===== src/rtl/hw_sched_voter.sv =====
// Window-based majority-vote scheduler for migrating a thread between an OOO core and a
// pipelined core: counts events per window, votes, drains both cores, pulses swap_pc.
module hw_sched_voter #(
  parameter int                    NUM_EVENTS       = 5,
  parameter logic [NUM_EVENTS-1:0] CMP_DIR          = 5'b00110,
  parameter int                    WINDOW_LEN       = 10000,
  parameter int                    CNT_W            = 16,
  parameter int                    ROB_THRESHOLD    = 6666,
  parameter int                    VOTE_THRESHOLD   = 3,
  parameter int                    DRAIN_TIMEOUT    = 1024,
  parameter int                    COOLDOWN_WINDOWS = 2
) (
  input  logic                              clk,
  input  logic                              rst,
  input  logic [NUM_EVENTS-1:0]             ooo_event_en,
  input  logic [NUM_EVENTS-1:0]             ppl_event_en,
  input  logic                              ooo_rob_full,
  input  logic                              rob_empty,
  input  logic                              pipeline_registers_empty,
  input  logic                              force_swap,
  input  logic                              sched_disable,
  output logic                              drain_req,
  output logic                              swap_pc,
  output logic                              swap_abort,
  output logic                              window_end,
  output logic [$clog2(NUM_EVENTS+2)-1:0]   last_votes,
  output logic [15:0]                       swap_count,
  output logic [1:0]                        state
);

  localparam int VOTE_W = $clog2(NUM_EVENTS + 2);
  localparam int WIN_W  = (WINDOW_LEN > 1) ? $clog2(WINDOW_LEN) : 1;
  localparam int TO_W   = $clog2(DRAIN_TIMEOUT + 1);
  localparam int CD_W   = $clog2(COOLDOWN_WINDOWS + 2);
  localparam logic [CNT_W-1:0] CNT_MAX = '1;

  typedef enum logic [1:0] {
    IDLE     = 2'd0,
    DRAIN    = 2'd1,
    SWAP     = 2'd2,
    COOLDOWN = 2'd3
  } state_t;

  state_t            cur, nxt;
  logic [WIN_W-1:0]  win_cnt;
  logic [CNT_W-1:0]  ooo_cnt [NUM_EVENTS];
  logic [CNT_W-1:0]  ppl_cnt [NUM_EVENTS];
  logic [CNT_W-1:0]  rob_cnt;
  logic [VOTE_W-1:0] votes;
  logic              rob_s1, rob_s2, ppl_s1;
  logic              drain_ok;
  logic [TO_W-1:0]   drain_cnt;
  logic              timeout;
  logic [CD_W-1:0]   cd_cnt;
  logic              abort;

  assign window_end = (win_cnt == WIN_W'(WINDOW_LEN - 1));
  assign state      = cur;

  always_ff @(posedge clk) begin
    if (rst || window_end) win_cnt <= '0;
    else                   win_cnt <= win_cnt + WIN_W'(1);
  end

  always_ff @(posedge clk) begin
    if (rst) begin
      for (int unsigned i = 0; i < NUM_EVENTS; i++) begin
        ooo_cnt[i] <= '0;
        ppl_cnt[i] <= '0;
      end
      rob_cnt    <= '0;
      last_votes <= '0;
    end else if (window_end) begin
      for (int unsigned i = 0; i < NUM_EVENTS; i++) begin
        ooo_cnt[i] <= '0;
        ppl_cnt[i] <= '0;
      end
      rob_cnt    <= '0;
      last_votes <= votes;
    end else begin
      for (int unsigned i = 0; i < NUM_EVENTS; i++) begin
        if (ooo_event_en[i] && ooo_cnt[i] != CNT_MAX) ooo_cnt[i] <= ooo_cnt[i] + CNT_W'(1);
        if (ppl_event_en[i] && ppl_cnt[i] != CNT_MAX) ppl_cnt[i] <= ppl_cnt[i] + CNT_W'(1);
      end
      if (ooo_rob_full && rob_cnt != CNT_MAX) rob_cnt <= rob_cnt + CNT_W'(1);
    end
  end

  always_comb begin
    votes = '0;
    for (int unsigned i = 0; i < NUM_EVENTS; i++) begin
      if (CMP_DIR[i] ? (ooo_cnt[i] > ppl_cnt[i]) : (ooo_cnt[i] < ppl_cnt[i]))
        votes = votes + VOTE_W'(1);
    end
    if (rob_cnt > CNT_W'(ROB_THRESHOLD)) votes = votes + VOTE_W'(1);
  end

  // Sync flops only run inside DRAIN so emptiness is always re-observed after the drain
  // request; this gives the fixed 3-cycle minimum from DRAIN entry to swap_pc.
  always_ff @(posedge clk) begin
    if (rst || cur != DRAIN) begin
      rob_s1 <= 1'b0;
      rob_s2 <= 1'b0;
      ppl_s1 <= 1'b0;
    end else begin
      rob_s1 <= rob_empty;
      rob_s2 <= rob_s1;
      ppl_s1 <= pipeline_registers_empty;
    end
  end

  assign drain_ok = rob_s2 && ppl_s1;
  assign timeout  = (drain_cnt == TO_W'(DRAIN_TIMEOUT - 1));

  always_ff @(posedge clk) begin
    if (rst || cur != DRAIN) drain_cnt <= '0;
    else if (!timeout)       drain_cnt <= drain_cnt + TO_W'(1);
  end

  always_ff @(posedge clk) begin
    if (rst) cur <= IDLE;
    else     cur <= nxt;
  end

  always_comb begin
    nxt   = cur;
    abort = 1'b0;
    unique case (cur)
      IDLE: begin
        if (!sched_disable && (force_swap || (window_end && votes >= VOTE_W'(VOTE_THRESHOLD))))
          nxt = DRAIN;
      end
      DRAIN: begin
        if (sched_disable) begin
          nxt   = COOLDOWN;
          abort = 1'b1;
        end else if (drain_ok) begin
          nxt = SWAP;
        end else if (timeout) begin
          nxt   = COOLDOWN;
          abort = 1'b1;
        end
      end
      SWAP:     nxt = COOLDOWN;
      COOLDOWN: if (cd_cnt == '0) nxt = IDLE;
      default:  nxt = IDLE;
    endcase
  end

  always_ff @(posedge clk) begin
    if (rst) begin
      cd_cnt <= '0;
    end else if (cur != COOLDOWN && nxt == COOLDOWN) begin
      cd_cnt <= CD_W'(COOLDOWN_WINDOWS);
    end else if (cur == COOLDOWN && window_end && cd_cnt != '0) begin
      cd_cnt <= cd_cnt - CD_W'(1);
    end
  end

  always_ff @(posedge clk) begin
    if (rst) begin
      drain_req  <= 1'b0;
      swap_pc    <= 1'b0;
      swap_abort <= 1'b0;
      swap_count <= '0;
    end else begin
      drain_req  <= (nxt == DRAIN);
      swap_pc    <= (nxt == SWAP);
      swap_abort <= abort;
      if (cur == SWAP && swap_count != 16'hFFFF) swap_count <= swap_count + 16'd1;
    end
  end

endmodule

===== config.mk =====
export PLATFORM = sky130hd
export DESIGN_NAME = hw_sched_voter
export DESIGN_NICKNAME = d
export VERILOG_FILES = /design/src/rtl/hw_sched_voter.sv
export SDC_FILE = /design/constraint.sdc
export NUM_CORES = 1
export LEC_CHECK = 0
export ABC_AREA = 0
export BUFFER_PORTS_ARGS = -buffer_cell sky130_fd_sc_hd__buf_2
export CORE_UTILIZATION = 49
export CTS_CLUSTER_SIZE = 20
export DETAILED_ROUTE_END_ITERATION = 10
export GPL_ROUTABILITY_DRIVEN = 1
export MAX_ROUTING_LAYER = met4
export PLACE_DENSITY = 0.68
export SETUP_SLACK_MARGIN = 0.5
export SLEW_MARGIN = 20
export SYNTH_ARGS = -nofsm -noshare
export SYNTH_HDL_FRONTEND = slang
export SYNTH_SLANG_ARGS = --single-unit

===== constraint.sdc =====
create_clock -name clk -period 4.98 [get_ports clk]
set_clock_uncertainty 0.15 [all_clocks]
set_input_delay 0.747 -clock clk [delete_from_list [all_inputs] [get_ports clk]]
set_output_delay 0.747 -clock clk [all_outputs]
set_load 0.01 [all_outputs]

Word level (Yosys, flattened, before mapping). Memory sizes are Yosys's and may differ from the RTL's. Cells that the tools add are included.

Bits in registers: 70. Bits in latches: 0. RAM bits: 160. Memory bits (read-only): 0. Input bits: 17. Word-level logic and storage cells: 197. Memories: 2.

Memories: ooo_cnt (depth 5, width 16, read ports 5, clocked after Yosys merged registers in 0, write ports 5, RTL line 46) `logic [CNT_W-1:0] ooo_cnt [NUM_EVENTS];`; ppl_cnt (depth 5, width 16, read ports 5, clocked after Yosys merged registers in 0, write ports 5, RTL line 47) `logic [CNT_W-1:0] ppl_cnt [NUM_EVENTS];`.

$add $sub $neg: 20. $mul: 0. Divide/modulo/power cells: 0. Order comparisons: 7. Equality and inequality tests: 22. Shift-type cells: 0. Multiplexer cells: 82. Bitwise logic cells: 21. Reductions and logical operators: 29.

Operators by type and width (count): two-way mux 16 bit (20); adder 16 x 1 -> 16 bit, second input constant (12); != test 16 bit, second input constant (12); two-way mux 1 bit (49); < comparator 16 bit (3); greater-than comparator 16 bit (2); OR 1 bit (20); logical AND 1 bit (18); greater-than comparator 16 x 13 -> 1 bit, second input constant (1); adder 3 x 1 -> 3 bit, second input constant (5); two-way mux 3 bit (5); adder 14 x 1 -> 14 bit, second input constant (1); equality test 14 bit, second input constant (1); two-way mux 2 bit (7); adder 11 x 1 -> 11 bit, second input constant (1); equality test 11 x 10 -> 1 bit, second input constant (1); equality test 2 bit, second input constant (4); case mux 2 bit (4 select lines) (1); OR reduction 2 bit (3); equality test 2 x 1 -> 1 bit, second input constant (2); zero test 2 bit (2); nonzero test 2 bit (2); >= comparator 3 x 2 -> 1 bit, second input constant (1); logical OR 1 bit (3); 5 further kinds (5).

Depth between registers and ports, before layout. Gate-level depths: netlist of the first run. An unclocked memory read counts as a cell.

Word-level depth: 22. Depth in mapped cells: 26. Depth with buffers taken out: 26.

Worst setup path after synthesis of the first run. OpenSTA, ideal clock, no wires.

Path type: register to register. Start point: memory ppl_cnt[1][9] (netlist: ppl_cnt[0][25]). End point: register drain_req. Data arrival time: 4776 ps. Slack: -74 ps. Stages on the path, launching flop included: 26. Clock period less this slack: 5054 ps. Cells stage by stage: edfxtp_1 > inv_1 > ha_1 > a21o_1 > a21o_1 > a21o_1 > a21o_1 > a21o_1 > o21ai_0 > a21oi_1 > o31a_1 > ha_1 > xnor2_2 > inv_1 > ha_1 > o211ai_1 > o41ai_2 > ha_1 > a21o_1 > o21a_1 > ha_1 > o21a_1 > or4_1 > nand4_2 > mux2i_1 > a211oi_2.

RTL lines: from (decl) (RTL line 47); to (signal assigned) (RTL line 167) `drain_req <= (nxt == DRAIN);`; to (decl) (RTL line 22) `output logic drain_req,`.

==> results of run 1 <==
-- area by class of cell --
cell class | instances | area (um2)
clock buffers | 36 | 762
multi-input cells | 1035 | 6810
clock inverters | 8 | 47.5
repair buffers | 80 | 514
fillers | 2362 | 11700
flip-flops and latches | 230 | 6210
well taps | 341 | 427
inverters | 106 | 398
-- routing by layer --
metal	vias to the layer above	track usage (%)	wire, um
met4	0	5.74	562
met1	4691	26.9	13200
li1	5009	-	-
met2	118	31.8	12300
met3	53	2.58	887
met5	-	-	0
-- cell usage in the layout, fill, tap and decap left out, types with 41 or more instances in the layout --
cell and instances:
edfxtp_1 160, nor2_1 260, buf_2 41, xor2_1 75
nand3_1 86, inv_1 102, ha_1 93, nand2_1 102
dfxtp_1 70, xnor2_1 111
-- report_power, final --
part / switching (mW) / leakage (nW) / internal, mW
combinational: 0.576 / 3.19 / 0.516
clock: 0.761 / 0.403 / 1.06
sequential: 0.136 / 2.32 / 2.21
-- logic make-up (layout without fill, tap and decap cells) --
kind of cell / count (synthesis) / after routing / synth area share (%)
fa+ha+maj: 98 / 98 / 9.14
compound gates: 129 / 129 / 6.45
mux: 5 / 5 / 0.373
xor+xnor: 188 / 188 / 12.4
flops: 230 / 230 / 46.3
simple gates: 615 / 615 / 21.5
buf+inv: 134 / 230 / 3.80
-- worst max-delay path: cells and delay by family, from the launching register on --
kind,cells,cell delay [ns]
AOI/OAI and AO/OA,15,2.07
DFF,1,0.39
muxes,1,0.27
buffers and inverters,1,0.15
adders and majority gates,5,1.17
and+or+nand+nor,3,0.61
-- registers in the layout, summed over array words and instances, names as in the netlist --
| name | flops |
|---|---|
| swap_abort | 1 |
| last_votes | 3 |
| swap_pc | 1 |
| cd_cnt | 2 |
| rob_cnt | 16 |
| drain_cnt | 11 |
| drain_req | 1 |
| ppl_s1 | 1 |
| state | 2 |
| ppl_cnt | 80 |
| rob_s2 | 1 |
| ooo_cnt | 80 |
| win_cnt | 14 |
| rob_s1 | 1 |
| swap_count | 16 |
-- cells in the mapped netlist (all sizes together), types with 4 or more instances --
cell type	number	area share, %
nand3	86	3.2
a21o	14	0.78
mux2i	5	0.37
and3	33	1.5
clkbuf	23	0.64
ha	98	9.1
inv	106	3.0
nor3	24	0.98
and4	8	0.52
and2	7	0.33
or3	11	0.51
a21oi	31	1.2
a31oi	5	0.28
a211oi	6	0.41
nand2	103	2.9
o21ai	32	1.2
nand4	41	2.0
nor2b	9	0.42
nor4	17	0.79
o211ai	4	0.22
xnor2	112	7.4
nor2	261	7.4
xor2	75	4.9
o21a	9	0.50
dfxtp	70	10
buf	5	0.19
nand2b	7	0.33
edfxtp	160	36
-- per-stage QoR --
stage / std cells / util, % / TNS, ns
floorplan: 1399 / - / 0
global placement: 1786 / 53.0 / -0.107
detailed placement: 1786 / 53.0 / -0.396
CTS: 1834 / 56.1 / 0
global route: 1836 / 56.4 / -0.662
finish: 1836 / 56.4 / 0
-- what timing repair did --
| item | in CTS | in global routing |
|---|---|---|
| pin swaps | 10 | 11 |
| setup buffers | 4 | 2 |
| endpoints found under the setup margin | 4 | 4 |
| gates resized for setup | 2 | 15 |
| endpoints found under the hold margin | 0 | 0 |
-- final timing paths --
path                 startpoint             to  slack, ns  cells past startpoint
hold / removal        rob_empty         rob_s1       0.29                      2
hold reg to reg   drain_cnt[10]  drain_cnt[10]       0.29                      2
setup reg to reg  ooo_cnt[0][1]       state[0]       0.04                     25
setup / recovery  ooo_cnt[0][1]       state[0]       0.04                     25
==> impl_metrics.ini, run 1 <==
[synth]
ys_ff_latch = 230
ys_types = 63
synth_edf_count = 160
postSynthCellCount = 1399
syn_area_um2 = 13400
ys_seq_area_share_pct = 46.3
syn_area_per_cell_um2 = 9.59
yosys_warnings = 0
synth_ff_type = edfxtp_1
synthArstFlopShare_pct = 0
syn-num-nets = 1514

[clocking]
cts_made_buffers = 26
ctsHoldBuffers = 0
clock_latency_ns = 0.54
cts.htree.levels = 1
cts_sinks = 230
cts_root_buffer = clkbuf_16
cts.path.max_buffers = 3
clkTransAtPathRegs_ns = 0.06
cts_tree = yes

[place]
dp_slack_ns = -0.148
place.gp.congestion = 0.820
dpl.hpwl_mm = 19.4
postPlaceCellArea_um2 = 14200
portBuffers = 41

[critical_path]
path_class = flop to flop
startpoint_type = flop
worst_ep_required_time_ns = 5.25
cp_data_arrival_time_ns = 5.20
critPathSlowestCell = or4_1
cpPeakStageDelay_ns = 0.42
path_max_fanout = 2
crit_top_cell = a21o_1
end_kind = flop

[timing]
setup_slack_ns = 0.0415
rsz0062_at_grt = yes
tightest_slew_ns = 0.801
drv_slew = 0
fmaxAchievable_mhz = 202
holdWs_ns = 0.289
fin_crit_sh_pct = 99.2
hold_viol = 0
setup_viol = 0
relSlewSlack_pct = 45.9
fin_crit_ns = 4.94

[global_routing]
grt_usage_pct = 20.0
grt_pass1_wl_mm = 45.7
grt_max_degree = 49
grt-ovfl-total = 0
first_global_vias = 9639
antenna_found_initial = 0

[die]
rows = 60
ios = 42
die_h_um = 167
dieArea_um2 = 28000
initial_utilization_pct = 49.9
die_w_um = 167
core_um2 = 26900

[worst_hold_path]
hold_path.class = input port to flop

[layout]
syn2layout_area_growth_pct = 13.1
drive_gt1_share_pct = 10.4
diodes = 0
final_nets = 1594
fin_area_um2 = 15200

[status]
status = completed

[pwr]
p_per_area_nw_per_um2 = 347
p_leak_nw = 5.91
peakVddDrop_v = 0.000258
p_total_mw = 5.26

[drt]
firstDrtPassIters = 5
drc = 0
via_per_inst = 5.38
drt_iter0_drc = 560
wl_per_cell_um = 14.7
via_count = 9871
wl_mm = 27.0
final_antenna_net_count = 0

[job]
maxCapViolations = 0
No activity file was read; power rests on OpenSTA's default activity.
==> inputs of run 2 (changes only) <==
--- a/config.mk
+++ b/config.mk
@@ -12,7 +12,7 @@
 export DETAILED_ROUTE_END_ITERATION = 10
 export GPL_ROUTABILITY_DRIVEN = 1
 export MAX_ROUTING_LAYER = met4
-export PLACE_DENSITY = 0.68
+export PLACE_DENSITY = 0.65
 export SETUP_SLACK_MARGIN = 0.5
 export SLEW_MARGIN = 20
 export SYNTH_ARGS = -nofsm -noshare
==> constraint.sdc (replaced) <==
create_clock -name clk -period 5.67 [get_ports clk]
set_clock_uncertainty 0.15 [all_clocks]
set_input_delay 0.8505 -clock clk [delete_from_list [all_inputs] [get_ports clk]]
set_output_delay 0.8505 -clock clk [all_outputs]
set_load 0.01 [all_outputs]
==> run 2 against run 1 <==
Routed wire length shrank 3.1%. Critical path depth down 1. Critical path type unchanged. Sequential cell count unchanged. Register-to-register slack improved by 0.61 ns. Final cell count decreased by 1.0%. Count of clock-buffer cells in the layout shrank 2. Hold slack about the same. Sequential share of layout area is 0.11 points higher. Largest power group unchanged. First-iteration DRC count shrank 8.4%. Total power decreased by 8.8%. Setup slack improved by 0.61 ns.
==> impl_metrics.ini, run 2 (synthesis results as in run 1) <==
[worst_hold_path]
min_to = win_cnt[0]
holdPathStages = 1
worstHoldStart = win_cnt[0]
hold_path.class = flop to flop

[pwr]
p_int_mw = 3.52
p_leak_nw = 5.88
p_total_mw = 4.80
sw_frac_of_total_pct = 26.7
peakVddDrop_v = 0.000247
netSwitchingPower_mw = 1.28
combPwrFrac_pct = 18.3
seq_power_share_pct = 43.1
p_per_area_nw_per_um2 = 317
clkPwrFrac_pct = 38.6

[timing]
relSlewSlack_pct = 32.0
fmaxAchievable_mhz = 199
setup_slack_ns = 0.648
rsz0062_at_grt = yes
fin_crit_sh_pct = 88.6
tightest_slew_ns = 1.01
drv_slew = 0
setup_tns_ns = 0
hold_viol = 0
fin_crit_ns = 5.02
setup_viol = 0

[drt]
via_count = 9612
drt_iter0_drc = 513
drc = 0
via_per_inst = 5.29
wl_per_cell_um = 14.4
final_antenna_net_count = 0
firstDrtPassIters = 5
wl_mm = 26.1

[place]
dpl.hpwl_mm = 18.7
place.gp.congestion = 0.801
dp_slack_ns = 0.196
portBuffers = 41
dp_cells = 1759

[layout]
final_nets = 1571
drive_gt1_share_pct = 9.35
reg_top3 = ooo_cnt x80, ppl_cnt x80
fin_util_pct = 56.3
mostFrequentLayoutCells = nor2_1, edfxtp_1, xnor2_1
syn2layout_area_growth_pct = 12.7
diodes = 0
fin_cells = 1817
layout_commonest_cell = nor2_1

[die]
die_w_um = 167
rows = 60
die_h_um = 167
dieArea_um2 = 28000
core_um2 = 26900
initial_utilization_pct = 49.9
ios = 42

[job]
maxCapViolations = 0

[critical_path]
critPathSlowestCell = edfxtp_1
worst_ep_required_time_ns = 5.93
rr_startpoint = ooo_cnt[0][25]
worst-path-stages = 24
crit_top_cell = a21o_1
crit_buf_inv = 1
end_kind = flop
path_class = flop to flop
path_cells = ha_4 -> a21o_1 -> a21o_1 -> a21o_1 -> a21o_1 -> a21o_1 -> o21ai_2 -> a21oi_2 -> o31a_1 -> ha_4 -> xnor2_2 -> inv_1 -> ha_1 -> o211ai_1 -> o41ai_2 -> ha_1 -> a21o_1 -> o21a_1 -> ha_2 -> o21a_1 -> or4_4 -> nand4_4 -> mux2i_4 -> a21oi_1
cpPeakStageDelay_ns = 0.43
cp_data_arrival_time_ns = 5.28
r2r_end = state[0]
ff2ff_setup_slack_ns = 0.65
r2r_cells = 24
path_max_fanout = 3
cp_top_family = compound AO/OA/AOI/OAI gates
startpoint_type = flop

[global_routing]
antenna_found_initial = 0
grt-ovfl-total = 0
met2_usage_pct = 31.5
grt_pass1_wl_mm = 44.4
top_usage_layer = met2
grt_max_degree = 41
first_global_vias = 9364
met3_usage_pct = 2.41
grt_use_met1_pct = 26.0
grt_usage_pct = 19.5

[clocking]
cts_tree = yes
clkTransAtPathRegs_ns = 0.06
cts_sinks = 230
cts.htree.levels = 1
cts_made_buffers = 27
ctsHoldBuffers = 0
cts.path.max_buffers = 3
clock_latency_ns = 0.53
cts_root_buffer = clkbuf_16

[status]
status = completed
run 2: power groups by stage:
stage                     combinational [mW]  clock [mW]  sequential [mW]
final                                  0.880        1.85             2.07
after floorplan                        0.627           0             2.07
after global placement                 0.774           0             2.10
after detailed placement               0.799           0             2.10
after global routing                   0.994        1.95             2.09
after CTS                              0.850        1.90             2.07
run 2: timing repair:
item,in CTS,in global routing
buffers inserted,6,2
hold endpoints to repair,0,0
gates resized for setup,11,8
endpoints found under the setup margin,3,3
pin swaps,11,16
run 2: worst max-delay path by stage:
stage | startpoint | end | slack (ns)
4_1_cts | ppl_cnt[0][1] | drain_req | 0.52
3_3_place_gp | ppl_cnt[0][25] | drain_req | 0.35
3_5_place_dp | ppl_cnt[0][25] | drain_req | 0.20
5_1_grt | ppl_cnt[0][24] | drain_req | 0.39
2_1_floorplan | ppl_cnt[0][25] | drain_req | 0.62
6_report | ooo_cnt[0][25] | state[0] | 0.65
run 2: final cells by class:
type,instances,area (um2)
Multi-Input combinational cell,1035,6800
Clock buffer,34,752
Sequential cell,230,6210
Tap cell,341,427
Fill cell,2400,11800
Inverter,106,398
Timing Repair Buffer,56,338
Clock inverter,15,206
run 2: layer usage:
metal / share of wire [%] / wire, um / up-vias
met3: 2.7 / 714 / 37
met5: 0 / 0 / -
li1: - / - / 4978
met2: 46 / 12100 / 106
met1: 49 / 12700 / 4491
met4: 2.1 / 560 / 0
run 2: per-stage QoR:
| step | hold WS (ns) | instance area, um2 |
|---|---|---|
| floorplan | 0.263 | 13400 |
| CTS | 0.290 | 15000 |
| detailed placement | 0.281 | 14000 |
| global route | 0.315 | 15100 |
| finish | 0.289 | 15100 |
| global placement | 0.276 | 14000 |
